--- config.mk ---
export PLATFORM = sky130hd
export DESIGN_NAME = fb_scanout
export DESIGN_NICKNAME = d
export VERILOG_FILES = /design/src/rtl/vga_pkg.sv /design/src/rtl/vga_timing_gen.sv /design/src/rtl/fb_scanout.sv
export SDC_FILE = /design/constraint.sdc
export NUM_CORES = 1
export LEC_CHECK = 0
export ABC_AREA = 1
export CAP_MARGIN = 20
export CORE_MARGIN = 4
export CORE_UTILIZATION = 25
export CTS_CLUSTER_DIAMETER = 120
export DETAILED_ROUTE_END_ITERATION = 7
export REMOVE_ABC_BUFFERS = 1
export SYNTH_ARGS = -nofsm -noshare
export SYNTH_HDL_FRONTEND = slang
export SYNTH_SLANG_ARGS = --single-unit
--- constraint.sdc ---
create_clock -name i_clk -period 1.9 [get_ports i_clk]
set_input_delay 0.285 -clock i_clk [delete_from_list [all_inputs] [get_ports i_clk]]
set_output_delay 0.285 -clock i_clk [all_outputs]
set_load 0.05 [all_outputs]
--- src/rtl/vga_pkg.sv ---
// Shared 640x480@60 timing constants and the framebuffer geometry for the
// scanout path; the framebuffer is 320x240 and shown with 2x pixel doubling.
package vga_pkg;

    localparam logic [9:0] H_ACTIVE = 10'd640;
    localparam logic [9:0] H_FP     = 10'd16;
    localparam logic [9:0] H_SYNC   = 10'd96;
    localparam logic [9:0] H_BP     = 10'd48;
    localparam logic [9:0] H_TOTAL  = H_ACTIVE + H_FP + H_SYNC + H_BP;

    localparam logic [9:0] V_ACTIVE = 10'd480;
    localparam logic [9:0] V_FP     = 10'd10;
    localparam logic [9:0] V_SYNC   = 10'd2;
    localparam logic [9:0] V_BP     = 10'd33;
    localparam logic [9:0] V_TOTAL  = V_ACTIVE + V_FP + V_SYNC + V_BP;

    localparam logic [9:0] H_LAST       = H_TOTAL - 10'd1;
    localparam logic [9:0] V_LAST       = V_TOTAL - 10'd1;
    localparam logic [9:0] H_SYNC_START = H_ACTIVE + H_FP;
    localparam logic [9:0] H_SYNC_END   = H_SYNC_START + H_SYNC;
    localparam logic [9:0] V_SYNC_START = V_ACTIVE + V_FP;
    localparam logic [9:0] V_SYNC_END   = V_SYNC_START + V_SYNC;

    localparam logic [16:0] FB_W     = 17'd320;
    localparam logic [16:0] FB_H     = 17'd240;
    localparam logic [16:0] FB_DEPTH = 17'd76800;

    typedef struct packed {
        logic [3:0] r;
        logic [3:0] g;
        logic [3:0] b;
    } rgb444_t;

endpackage

--- src/rtl/vga_timing_gen.sv ---
// Beam position counters with undelayed syncs, active flag and frame strobes;
// everything advances only on the pixel enable.
module vga_timing_gen
    import vga_pkg::*;
(
    input  logic       i_clk,
    input  logic       i_rst,
    input  logic       i_pix_ce,
    output logic [9:0] h_cnt,
    output logic [9:0] v_cnt,
    output logic       hsync,
    output logic       vsync,
    output logic       active,
    output logic       vblank,
    output logic       line_end,
    output logic       frame_end,
    output logic       vblank_start
);

    always_ff @(posedge i_clk) begin
        if (i_rst) begin
            h_cnt <= '0;
            v_cnt <= '0;
        end else if (i_pix_ce) begin
            if (h_cnt == H_LAST) begin
                h_cnt <= '0;
                v_cnt <= (v_cnt == V_LAST) ? '0 : v_cnt + 10'd1;
            end else begin
                h_cnt <= h_cnt + 10'd1;
            end
        end
    end

    // Strobes are qualified with the enable so they mark the advancing edge.
    assign line_end     = i_pix_ce && (h_cnt == H_LAST);
    assign frame_end    = line_end && (v_cnt == V_LAST);
    assign vblank_start = line_end && (v_cnt == V_ACTIVE - 10'd1);

    assign hsync  = !((h_cnt >= H_SYNC_START) && (h_cnt < H_SYNC_END));
    assign vsync  = !((v_cnt >= V_SYNC_START) && (v_cnt < V_SYNC_END));
    assign active = (h_cnt < H_ACTIVE) && (v_cnt < V_ACTIVE);
    assign vblank = (v_cnt >= V_ACTIVE);

endmodule

--- src/rtl/fb_scanout.sv ---
// Framebuffer reader: doubled-pixel address generation, two-stage pixel
// pipeline aligned with sync, and tear-free double-buffer selection.
module fb_scanout
    import vga_pkg::*;
(
    input  logic        i_clk,
    input  logic        i_rst,
    input  logic        i_pix_ce,
    output logic [16:0] o_fb_addr,
    output logic        o_fb_re,
    output logic        o_fb_sel,
    input  logic [11:0] i_fb_pixel,
    input  logic        i_swap_req,
    output logic        o_swap_ack,
    output logic        o_vblank,
    output logic        o_hsync,
    output logic        o_vsync,
    output logic [3:0]  o_r,
    output logic [3:0]  o_g,
    output logic [3:0]  o_b
);

    logic [9:0]  h_cnt;
    logic [9:0]  v_cnt;
    logic        hsync_raw;
    logic        vsync_raw;
    logic        active_raw;
    logic        vblank_raw;
    logic        line_end;
    logic        frame_end;
    logic        vblank_start;

    logic [16:0] row_base;
    logic        hsync_d;
    logic        vsync_d;
    logic        vblank_d;
    logic        pending;
    rgb444_t     pix;

    vga_timing_gen u_timing (
        .i_clk        (i_clk),
        .i_rst        (i_rst),
        .i_pix_ce     (i_pix_ce),
        .h_cnt        (h_cnt),
        .v_cnt        (v_cnt),
        .hsync        (hsync_raw),
        .vsync        (vsync_raw),
        .active       (active_raw),
        .vblank       (vblank_raw),
        .line_end     (line_end),
        .frame_end    (frame_end),
        .vblank_start (vblank_start)
    );

    // Each source row is shown on two screen lines, so the base moves after odd lines.
    always_ff @(posedge i_clk) begin
        if (i_rst || frame_end) begin
            row_base <= '0;
        end else if (line_end && v_cnt[0] && (v_cnt < V_ACTIVE)) begin
            row_base <= row_base + FB_W;
        end
    end

    always_ff @(posedge i_clk) begin
        if (i_rst) begin
            o_fb_addr <= '0;
            o_fb_re   <= 1'b0;
            hsync_d   <= 1'b1;
            vsync_d   <= 1'b1;
            vblank_d  <= 1'b0;
        end else if (i_pix_ce) begin
            o_fb_addr <= row_base + {8'd0, h_cnt[9:1]};
            o_fb_re   <= active_raw;
            hsync_d   <= hsync_raw;
            vsync_d   <= vsync_raw;
            vblank_d  <= vblank_raw;
        end
    end

    // BRAM data has settled by the next enable, so no extra stage is needed.
    always_ff @(posedge i_clk) begin
        if (i_rst) begin
            pix      <= '0;
            o_hsync  <= 1'b1;
            o_vsync  <= 1'b1;
            o_vblank <= 1'b0;
        end else if (i_pix_ce) begin
            pix      <= o_fb_re ? rgb444_t'(i_fb_pixel) : '0;
            o_hsync  <= hsync_d;
            o_vsync  <= vsync_d;
            o_vblank <= vblank_d;
        end
    end

    assign o_r = pix.r;
    assign o_g = pix.g;
    assign o_b = pix.b;

    // Swap handshake: i_swap_req is a one-cycle pulse that is latched into
    // pending (repeat pulses merge); at the first vblank edge with a request
    // outstanding, o_fb_sel flips and o_swap_ack pulses for exactly one cycle.
    always_ff @(posedge i_clk) begin
        if (i_rst) begin
            pending    <= 1'b0;
            o_fb_sel   <= 1'b0;
            o_swap_ack <= 1'b0;
        end else begin
            o_swap_ack <= 1'b0;
            if (vblank_start && (pending || i_swap_req)) begin
                o_fb_sel   <= ~o_fb_sel;
                o_swap_ack <= 1'b1;
                pending    <= 1'b0;
            end else if (i_swap_req) begin
                pending <= 1'b1;
            end
        end
    end

endmodule

==> qor.csv <==
metric,value,unit
status,completed,
sequential share of the synthesized area,40.06,%
cts hold-fix bufs,0,
1st-pass router iterations,4,
area growth from synthesis to final layout,30.01,%
Die Height,126.3,µm
Final nets,561,
pwr dens,854.4,nW/µm²
"Warnings, synthesis",0,
number of global-route vias before repair,3022,
routed vias/inst,4.406,
average size of a mapped cell,7.228,µm²
max_cap viols,0,
Post-synth EDFFs,0,
htree depth,3,
1st-iter DRT viols,101,
Cell variety after synth,46,
R2R Setup Slk,0.18,ns
reg2reg path depth,13,
floorplan row count,42,
Die Area,15950,µm²
"commonest cells after routing, fill and taps aside","nand2_1, nor2_1, dfxtp_1",
highest clock rate,562.5,MHz
final-report hold violation count,0,
crit end category,primary output,
Crit path buffers/inverters,1,
TNS Setup,0,ns
worst-skew pair later-pin latency,0.34,ns
minimum clock period,1.778,ns
Clock Sinks,70,
Antenna diodes,0,
DR vias,3159,
Tightest Pin Transition,0.5183,ns
Final setup viols,0,
Max-slew headroom,65.34,%
clock-pin slew on the worst setup and hold paths,0.06,ns
#FFs+latches synth,70,
core area,13450,µm²
type of origin of the critical path,flop,
"CP delay by family, top",buffers and inverters,
fraction of registers with async set/reset,0,%
"Slowest-stage cell, CP",clkdlybuf4s50_1,
RR Endpoint,o_fb_addr[16]$_SDFFE_PP0P_,
top_reg_cell synth,dfxtp_1,
Post-route DRC,0,
first-pass GRT wire length,14430,µm
Synth Instances,484,
period utilization,93.57,%
RR Startpoint,row_base[6]$_SDFFE_PP0P_,
wire per inst,11.65,µm
"Max FO, Critical Path",2,
CTS tree,done,
"antenna viol nets, final",0,
largest net degree at the start of global routing,31,
Root Driver,clkbuf_16,
Hold Path Origin,i_pix_ce,
mapped cell area,3498,µm²
Max Slew Vio Count,0,
VDD IR-drop max,478.4,µV
Clock Skews,0.009006,ns
"most common cell after layout, fill and taps aside",nand2_1,
initial antenna violation count,0,
dpl hpwl,6026,µm
Port Buffers,50,
RSZ-0062 raised after global routing,no,
die width,126.3,µm
Hold Crit Class,in -> reg,
CTS Buf Count,9,
total grt overflow,0,
fin util,33.81,%
Worst Hold End,u_timing.h_cnt[0]$_SDFFE_PP0P_,
layout cells sized above 1,11.09,%
Initial Utilization,26.00,%
final WL,8350,µm
Hold Path Cell Cnt,3,
largest stage delay on the critical path,0.82,ns
"critical path, cell by cell",clkdlybuf4s50_1,
worst setup path class,reg -> out,
Pleak,1.942,nW
WP data arrival,1.49,ns
Total GRT Usage,11.02,%
clock buffer depth,2,
# IOs,51,
critical path depth,1,
routability cong.,0.8954,
worst endpoint required time,1.62,ns
-- area by class of cell --
class	count	area, µm²
Clock buffer	10	239.0
Timing Repair Buffer	60	563.0
Tap cell	176	220.2
Clock inverter	6	116.4
Sequential cell	70	1405
Multi-Input combinational cell	327	1748
Fill cell	1443	8905
Inverter	68	256.5
-- kinds of logic after synthesis --
kind of cell / after synthesis / synth area share (%)
and+or+nand+nor: 240 / 32.62
xor gates and xnor gates: 11 / 2.754
adders and majority gates: 9 / 3.434
AOI/OAI and AO/OA: 67 / 10.94
buffers and inverters: 87 / 10.19
DFF: 70 / 40.06
-- cells in the mapped netlist (2+ instances only) --
| library cell | n | share of area (%) |
|---|---|---|
| nand2_1 | 103 | 11 |
| nand4_4 | 2 | 1.2 |
| dfxtp_1 | 70 | 40 |
| clkbuf_1 | 9 | 0.97 |
| inv_2 | 4 | 0.43 |
| o22ai_1 | 2 | 0.36 |
| nor3_1 | 9 | 1.3 |
| a21oi_1 | 30 | 4.3 |
| nand4_1 | 6 | 1.1 |
| o21bai_1 | 2 | 0.43 |
| o21ai_2 | 2 | 0.50 |
| nor2_2 | 2 | 0.36 |
| nand3_1 | 31 | 4.4 |
| nand3_4 | 2 | 1.0 |
| buf_1 | 2 | 0.21 |
| ha_1 | 8 | 2.9 |
| xor2_1 | 10 | 2.5 |
| o21ai_0 | 18 | 2.6 |
| inv_1 | 63 | 6.8 |
| o211ai_1 | 3 | 0.64 |
| buf_2 | 5 | 0.72 |
| nand4_2 | 4 | 1.4 |
| nor2_1 | 69 | 7.4 |
| nor4_1 | 2 | 0.36 |
| o21ai_1 | 5 | 0.72 |
-- where the power goes --
group | leakage (nW) | switching [mW] | internal (mW)
logic | 1.20 | 0.235 | 0.125
clock network | 0.174 | 0.666 | 1.33
registers | 0.571 | 0.0219 | 1.51
-- registers in the layout, summed over array words and instances (netlist names) --
register and flops:
vsync_d 1, hsync_d 1, vblank_d 1, u_timing.v_cnt 10
o_r 4, o_fb_addr 17, o_vsync 1, o_fb_re 1
o_fb_sel 1, o_b 4, u_timing.h_cnt 10, o_g 4
o_swap_ack 1, row_base 11, pending 1, o_vblank 1
o_hsync 1
-- metal layers --
metal	global-route usage, %	vias to the layer above	routed length, µm
met2	17.65	73	3754
met5	0	-	0
li1	-	1652	-
met1	13.88	1421	4003
met3	3.951	13	448
met4	3.533	0	143
-- repair_timing --
action,CTS,global route
endpoints found under the setup margin,0,4
gates resized for setup,0,5
setup buffers,0,0
-- worst min-delay path, stage by stage --
cell and delay (ns):
buf_2 0.18, nand2_1 0.12, nor3b_1 0.14
-- how the worst max path moves through the flow --
stage | startpoint | to
floorplan | u_timing.h_cnt[7]$_SDFFE_PP0P_ | o_fb_addr[16]$_SDFFE_PP0P_
global placement | row_base[6]$_SDFFE_PP0P_ | o_fb_addr[16]$_SDFFE_PP0P_
detailed placement | row_base[6]$_SDFFE_PP0P_ | o_fb_addr[16]$_SDFFE_PP0P_
CTS | row_base[6]$_SDFFE_PP0P_ | o_fb_addr[16]$_SDFFE_PP0P_
global route | row_base[6]$_SDFFE_PP0P_ | o_fb_addr[16]$_SDFFE_PP0P_
finish | o_vsync$_SDFFE_PP1P_ | o_vsync
-- stage by stage --
stage,power (mW),setup WS (ns),cell area [µm²],cells,hold slack [ns]
2_1_floorplan,1.766,0.1197,3398,465,0.3541
3_3_place_gp,1.925,0.07436,4182,701,0.4388
3_5_place_dp,1.927,0.03248,4182,701,0.4444
4_1_cts,3.938,0.01076,4537,717,0.4293
5_1_grt,4.046,0.004913,4548,717,0.4478
6_report,3.886,0.1222,4548,717,0.4336
No activity file was read; power rests on OpenSTA's default activity.
